### config.mk
export PLATFORM = sky130hd
export DESIGN_NAME = inst_fetch
export DESIGN_NICKNAME = d
export VERILOG_FILES = /design/src/rtl/inst_fetch.sv
export SDC_FILE = /design/constraint.sdc
export NUM_CORES = 1
export LEC_CHECK = 0
export CORE_ASPECT_RATIO = 1.2
export CORE_MARGIN = 1.5
export CORE_UTILIZATION = 55
export CTS_BUF_LIST = sky130_fd_sc_hd__clkbuf_4
export CTS_CLUSTER_SIZE = 24
export DETAILED_ROUTE_END_ITERATION = 6
export PLACE_DENSITY = 0.91
export SLEW_MARGIN = 20
export SYNTH_ARGS = -nofsm -noshare
export SYNTH_HDL_FRONTEND = slang
export SYNTH_SLANG_ARGS = --single-unit
### constraint.sdc
create_clock -name clk_i -period 6.85 [get_ports clk_i]
set_input_delay 1.0275 -clock clk_i [delete_from_list [all_inputs] [get_ports clk_i]]
set_output_delay 1.0275 -clock clk_i [all_outputs]
set_load 0.05 [all_outputs]
### src/rtl/inst_fetch.sv
// ============================================================================
// Module   : inst_fetch
// Brief    : Instruction fetch unit, 1-cycle memory, 2-entry buffer, redirect.
//            Optional FETCH_HALT_ON_ZERO_EN: an all-zero word halts fetch.
// Revision : 1.0
// ============================================================================
`default_nettype none

module inst_fetch #(
    parameter int DW = 32
) (
    input  logic          clk_i,
    input  logic          rst_i,
    output logic [4:0]    Mem_addr_o,
    output logic          Mem_read_en_o,
    input  logic [DW-1:0] Mem_read_data_i,
    output logic          Inst_valid_o,
    input  logic          Inst_ready_i,
    output logic [DW-1:0] Inst_o,
    output logic [4:0]    Inst_pc_o,
    input  logic          Redirect_en_i,
    input  logic [4:0]    Redirect_pc_i,
    output logic          Halted_o
);

    localparam logic [DW-1:0] ZERO = '0;

    typedef enum logic [1:0] {
        S_IDLE  = 2'd0,
        S_FETCH = 2'd1,
        S_HALT  = 2'd2
    } state_t;

    state_t        state_q, state_d;
    logic [4:0]    pc_q, pc_d;
    logic          req_en_q, req_en_d;
    logic [4:0]    req_addr_q, req_addr_d;
    logic [1:0]    cnt_q, cnt_d;
    logic [DW-1:0] word0_q, word0_d, word1_q, word1_d;
    logic [4:0]    pc0_q, pc0_d, pc1_q, pc1_d;

    logic          pop, push, zero_hit, room;
    logic [1:0]    cnt_after_pop;
    logic [2:0]    occupancy;

    assign Mem_addr_o    = req_addr_q;
    assign Mem_read_en_o = req_en_q;
    assign Inst_valid_o  = (cnt_q != 2'd0);
    assign Inst_o        = word0_q;
    assign Inst_pc_o     = pc0_q;

`ifdef FETCH_HALT_ON_ZERO_EN
    assign zero_hit = req_en_q && (Mem_read_data_i == ZERO);
    assign Halted_o = (state_q == S_HALT);
`else
    assign zero_hit = 1'b0;
    assign Halted_o = 1'b0;
`endif

    assign pop           = Inst_valid_o & Inst_ready_i;
    assign push          = req_en_q & ~zero_hit;
    assign cnt_after_pop = cnt_q - {1'b0, pop};
    // Buffered plus outstanding, after this cycle's hand-off, must leave a slot.
    assign occupancy     = {1'b0, cnt_q} + {2'b0, req_en_q} - {2'b0, pop};
    assign room          = (occupancy < 3'd2);

    always_comb begin
        state_d    = state_q;
        pc_d       = pc_q;
        req_en_d   = 1'b0;
        req_addr_d = req_addr_q;
        cnt_d      = cnt_q;
        word0_d    = word0_q;
        word1_d    = word1_q;
        pc0_d      = pc0_q;
        pc1_d      = pc1_q;

        if (Redirect_en_i) begin
            cnt_d      = 2'd0;
            state_d    = S_FETCH;
            req_en_d   = 1'b1;
            req_addr_d = Redirect_pc_i;
            pc_d       = Redirect_pc_i + 5'd1;
        end else begin
            if (pop) begin
                word0_d = word1_q;
                pc0_d   = pc1_q;
            end
            if (push) begin
                if (cnt_after_pop == 2'd0) begin
                    word0_d = Mem_read_data_i;
                    pc0_d   = req_addr_q;
                end else begin
                    word1_d = Mem_read_data_i;
                    pc1_d   = req_addr_q;
                end
            end
            cnt_d = cnt_after_pop + {1'b0, push};

            case (state_q)
                S_IDLE: state_d = S_FETCH;
                S_FETCH: begin
                    if (zero_hit) begin
                        state_d = S_HALT;
                    end else if (room) begin
                        req_en_d   = 1'b1;
                        req_addr_d = pc_q;
                        pc_d       = pc_q + 5'd1;
                    end
                end
                default: state_d = state_q;
            endcase
        end
    end

    always_ff @(posedge clk_i or negedge rst_i) begin
        if (!rst_i) begin
            state_q    <= S_IDLE;
            pc_q       <= 5'd0;
            req_en_q   <= 1'b0;
            req_addr_q <= 5'd0;
            cnt_q      <= 2'd0;
            word0_q    <= ZERO;
            word1_q    <= ZERO;
            pc0_q      <= 5'd0;
            pc1_q      <= 5'd0;
        end else begin
            state_q    <= state_d;
            pc_q       <= pc_d;
            req_en_q   <= req_en_d;
            req_addr_q <= req_addr_d;
            cnt_q      <= cnt_d;
            word0_q    <= word0_d;
            word1_q    <= word1_d;
            pc0_q      <= pc0_d;
            pc1_q      <= pc1_d;
        end
    end

endmodule

`default_nettype wire

==> run summary <==
- **outcome** finished, final reports clean
- **GRT Util Overall** 0.250
- **startpoint of the most critical hold path** word1_q[29]$_DFFE_PN0P_
- **crit end category** flip-flop
- **sequential-to-total area share from yosys stat** 0.553
- **Sinks on Clock Net** 88
- **hold slack final** 0.511 ns
- **average cell area after synthesis** 13.6 sq um
- **number of buffers created by CTS** 9
- **Rel. slew slack** 0.279
- **detailed-route DRC error count** 0
- **die height** 96.2 um
- **count of buffers inserted at the top-level ports** 84
- **layout overhead on the synthesized area** 25.7%
- **ys async rst share** 1.00
- **Root Buffer Master** sky130_fd_sc_hd__clkbuf_4
- **worst path required time** 7.14 ns
- **count of endpoints failing hold in the final timing report** 0
- **Crit Reg-Reg Endpoint** pc_q[1]$_DFFE_PN0P_
- **slew of the pin with the lowest slew margin** 1.08 ns
- **Worst Skew** 0.0252 ns
- **Routed WL per cell** 19.9 um
- **chain of cells forming the critical path** clkdlybuf4s50_1 -> nor2b_1 -> or2_2 -> nand2_1 -> fa_1 -> xor2_1 -> o21ai_1 -> mux2_2
- **area of the core** 6940 sq um
- **slowest stage delay, CP** 0.49 ns
- **number of vias per cell after detailed routing** 6.33
- **net count of the finished layout** 412
- **classification of the worst-slack hold path** reg2reg
- **number of max-slew violations in the final report** 0
- **Critical path destination** pc_q[1]$_DFFE_PN0P_
- **signal arrival time at the worst endpoint** 3.62 ns
- **count of filler cells inserted in the layout** 489
- **number of iterations in the first detailed-routing pass** 5
- **Chip Width** 80.6 um
- **critical register-to-register path startpoint** cnt_q[0]$_DFF_PN0_
- **Net Sw Frac** 0.442
- **via count of the first global-routing pass** 2982
- **cell internal power dissipation** 1550 uW
- **share of total power in combinational logic** 0.544
- **count of H-tree levels built during CTS** 3
- **Max Fclk** 300 MHz
- **synthesized net count** 337
- **number of violations reported at the end of detailed-routing iteration 0** 174
- **YS warnings** 0
- **largest net degree at the start of global routing** 89
- **RePlAce Congestion** 0.888
- **critical path launch point** Inst_ready_i
- **unrepaired setup endpoints after global routing** no
- **Critical Path Start Type** input port
- **total gr overflow** 0
- **switching power** 1220 uW
- **path type of the worst setup path** in2reg
- **number of failing setup endpoints in the final timing report** 0
- **starting utilization of the core area** 0.574
- **final critical path time including I/O delays and setup** 3.33 ns
- **number of antenna violations at the first check in global routing** 0
- **remaining number of nets flagged by the antenna check after routing** 0
- **sequential cell fraction of total power** 0.339
- **worst vdd ir** 331 uV
- **via total after detailed routing** 2906
- **number of hold buffers added after cts** 0
- **register bit total from synthesis** 88
- **Bufs on Longest Clock Path** 2
- **Resized cells post-CTS** 0
- **area enclosed by the die boundary** 7760 sq um
- **R2R depth** 7
- **Synth Instances** 292
- **Final period util** 0.486
- **number of buffers inserted to repair setup after CTS** 0
- **pwr dens** 553 nW/um^2
- **site row count** 33
- **Clk Latency, worst-skew pair** 0.42 ns
- **number of maximum-capacitance constraint violations** 0
- **Worst R2R Setup Slack** 4.15 ns
- **detailed placement HPWL** 5740 um
- **clock-pin slew on the worst setup and hold paths** 0.13 ns
- **wire length of the first global-routing pass** 14700 um
- **cell at the slowest stage of the critical path** sky130_fd_sc_hd__clkdlybuf4s50_1
- **final WL** 9150 um
- **count of flip-flops with a built-in enable after synthesis** 0
- **largest fanout of any net on the critical path** 8
- **most frequent standard cell in the layout excluding fill and tap cells** sky130_fd_sc_hd__dfrtp_1
- **top-level I/O count** 86
- **CTS tree** yes
- **antenna cells** 0
- **leakage power** 0.00200 uW
- **flip-flop cell with the highest count after synthesis** sky130_fd_sc_hd__dfrtp_1
- **netlist area before placement** 3980 sq um
- **Clock power frac** 0.117
- **Post-Route Setup TNS** 0 ns
- **Synth cell types** 40
- **share of final-layout standard cells stronger than drive strength 1** 0.185
- **commonest cells after routing, fill and taps aside** sky130_fd_sc_hd__dfrtp_1 (88), sky130_fd_sc_hd__clkdlybuf4s50_1 (82), sky130_fd_sc_hd__mux2_2 (40)
metrics by stage:
step	utilization	setup slack (ns)	instance area, sq um	total power [uW]	std cells
3_3_place_gp	0.698	3.22	4840	2390	443
5_1_grt	0.721	3.43	5000	2910	459
4_1_cts	0.720	3.53	5000	2780	459
6_report	0.721	3.52	5000	2770	459
3_5_place_dp	0.698	3.10	4840	2460	443
2_1_floorplan	-	3.87	3980	2000	292
logic make-up after synthesis:
group / after synthesis / synth area share
flip-flops: 88 / 0.553
AND/OR/NAND/NOR: 69 / 0.136
AO/OA/AOI/OAI: 55 / 0.131
multiplexers: 42 / 0.119
buffers and inverters: 28 / 0.0358
adder cells (fa/ha/maj): 4 / 0.0145
XOR/XNOR: 4 / 0.00881
other: 2 / 0.00189
final cells by class:
class                      count  area [sq um]  share of cell area
sequential                    88          2200               0.440
multi-input combinational    176          1650               0.329
timing repair buffer          89           875               0.175
tap                           87           109              0.0218
clock inverter                 6          83.8              0.0168
clock buffer                  10          75.1              0.0150
inverter                       3          11.3             0.00225
routing by layer:
metal,global-route usage,up-vias,wire (um),part of all wire
met1,0.317,1474,3830,0.42
li1,-,1302,-,-
met3,0.0351,15,524,0.057
met4,0.0977,0,136,0.015
met2,0.433,115,4660,0.51
met5,0,-,0,0
cell usage after synthesis (3+ instances only):
| cell type | instances | area (sq um) |
|---|---|---|
| sky130_fd_sc_hd__dfrtp_1 | 88 | 2200 |
| sky130_fd_sc_hd__mux2_2 | 40 | 450 |
| sky130_fd_sc_hd__a221o_1 | 37 | 370 |
| sky130_fd_sc_hd__nor4b_1 | 37 | 324 |
| sky130_fd_sc_hd__clkbuf_1 | 11 | 41.3 |
| sky130_fd_sc_hd__buf_2 | 9 | 45.0 |
| sky130_fd_sc_hd__and4_1 | 5 | 43.8 |
| sky130_fd_sc_hd__nand3_1 | 5 | 25.0 |
| sky130_fd_sc_hd__nand2_1 | 4 | 15.0 |
| sky130_fd_sc_hd__o21ai_0 | 4 | 20.0 |
| sky130_fd_sc_hd__o31a_1 | 4 | 35.0 |
| sky130_fd_sc_hd__and2_1 | 3 | 18.8 |
| sky130_fd_sc_hd__buf_6 | 3 | 33.8 |
| sky130_fd_sc_hd__ha_1 | 3 | 37.5 |
| sky130_fd_sc_hd__nor2b_1 | 3 | 18.8 |
| sky130_fd_sc_hd__or2_2 | 3 | 18.8 |
| sky130_fd_sc_hd__xnor2_1 | 3 | 26.3 |
registers in the layout, indices dropped and copies added (netlist names):
| signal | count |
|---|---|
| Inst_o | 32 |
| Mem_read_en_o | 1 |
| state_q | 1 |
| pc1_q | 5 |
| Mem_addr_o | 5 |
| Inst_pc_o | 5 |
| word1_q | 32 |
| pc_q | 5 |
| cnt_q | 2 |
power by group through the flow:
stage                     clock network, uW  logic [uW]  registers (uW)
after floorplan                           0         671            1330
after global placement                    0        1460             929
after detailed placement                  0        1510             946
after CTS                               327        1510             938
after global routing                    353        1580             972
final                                   323        1500             939
critical path: cells and delay by family:
kind / cells / cell delay, ns
compound gates: 1 / 0.23
simple gates: 3 / 0.69
fa+ha+maj: 1 / 0.42
mux: 1 / 0.32
xor+xnor: 1 / 0.44
buf+inv: 1 / 0.49
worst min-delay path by stage:
stage	end	slack [ns]	depth (start not counted)
after global placement	word1_q[24]$_DFFE_PN0P_	0.47	1
after global routing	word1_q[30]$_DFFE_PN0P_	0.53	1
after detailed placement	word1_q[29]$_DFFE_PN0P_	0.48	1
after floorplan	word1_q[24]$_DFFE_PN0P_	0.46	1
final	word1_q[29]$_DFFE_PN0P_	0.51	1
after CTS	word1_q[29]$_DFFE_PN0P_	0.51	1
No activity file was read; power rests on OpenSTA's default activity.
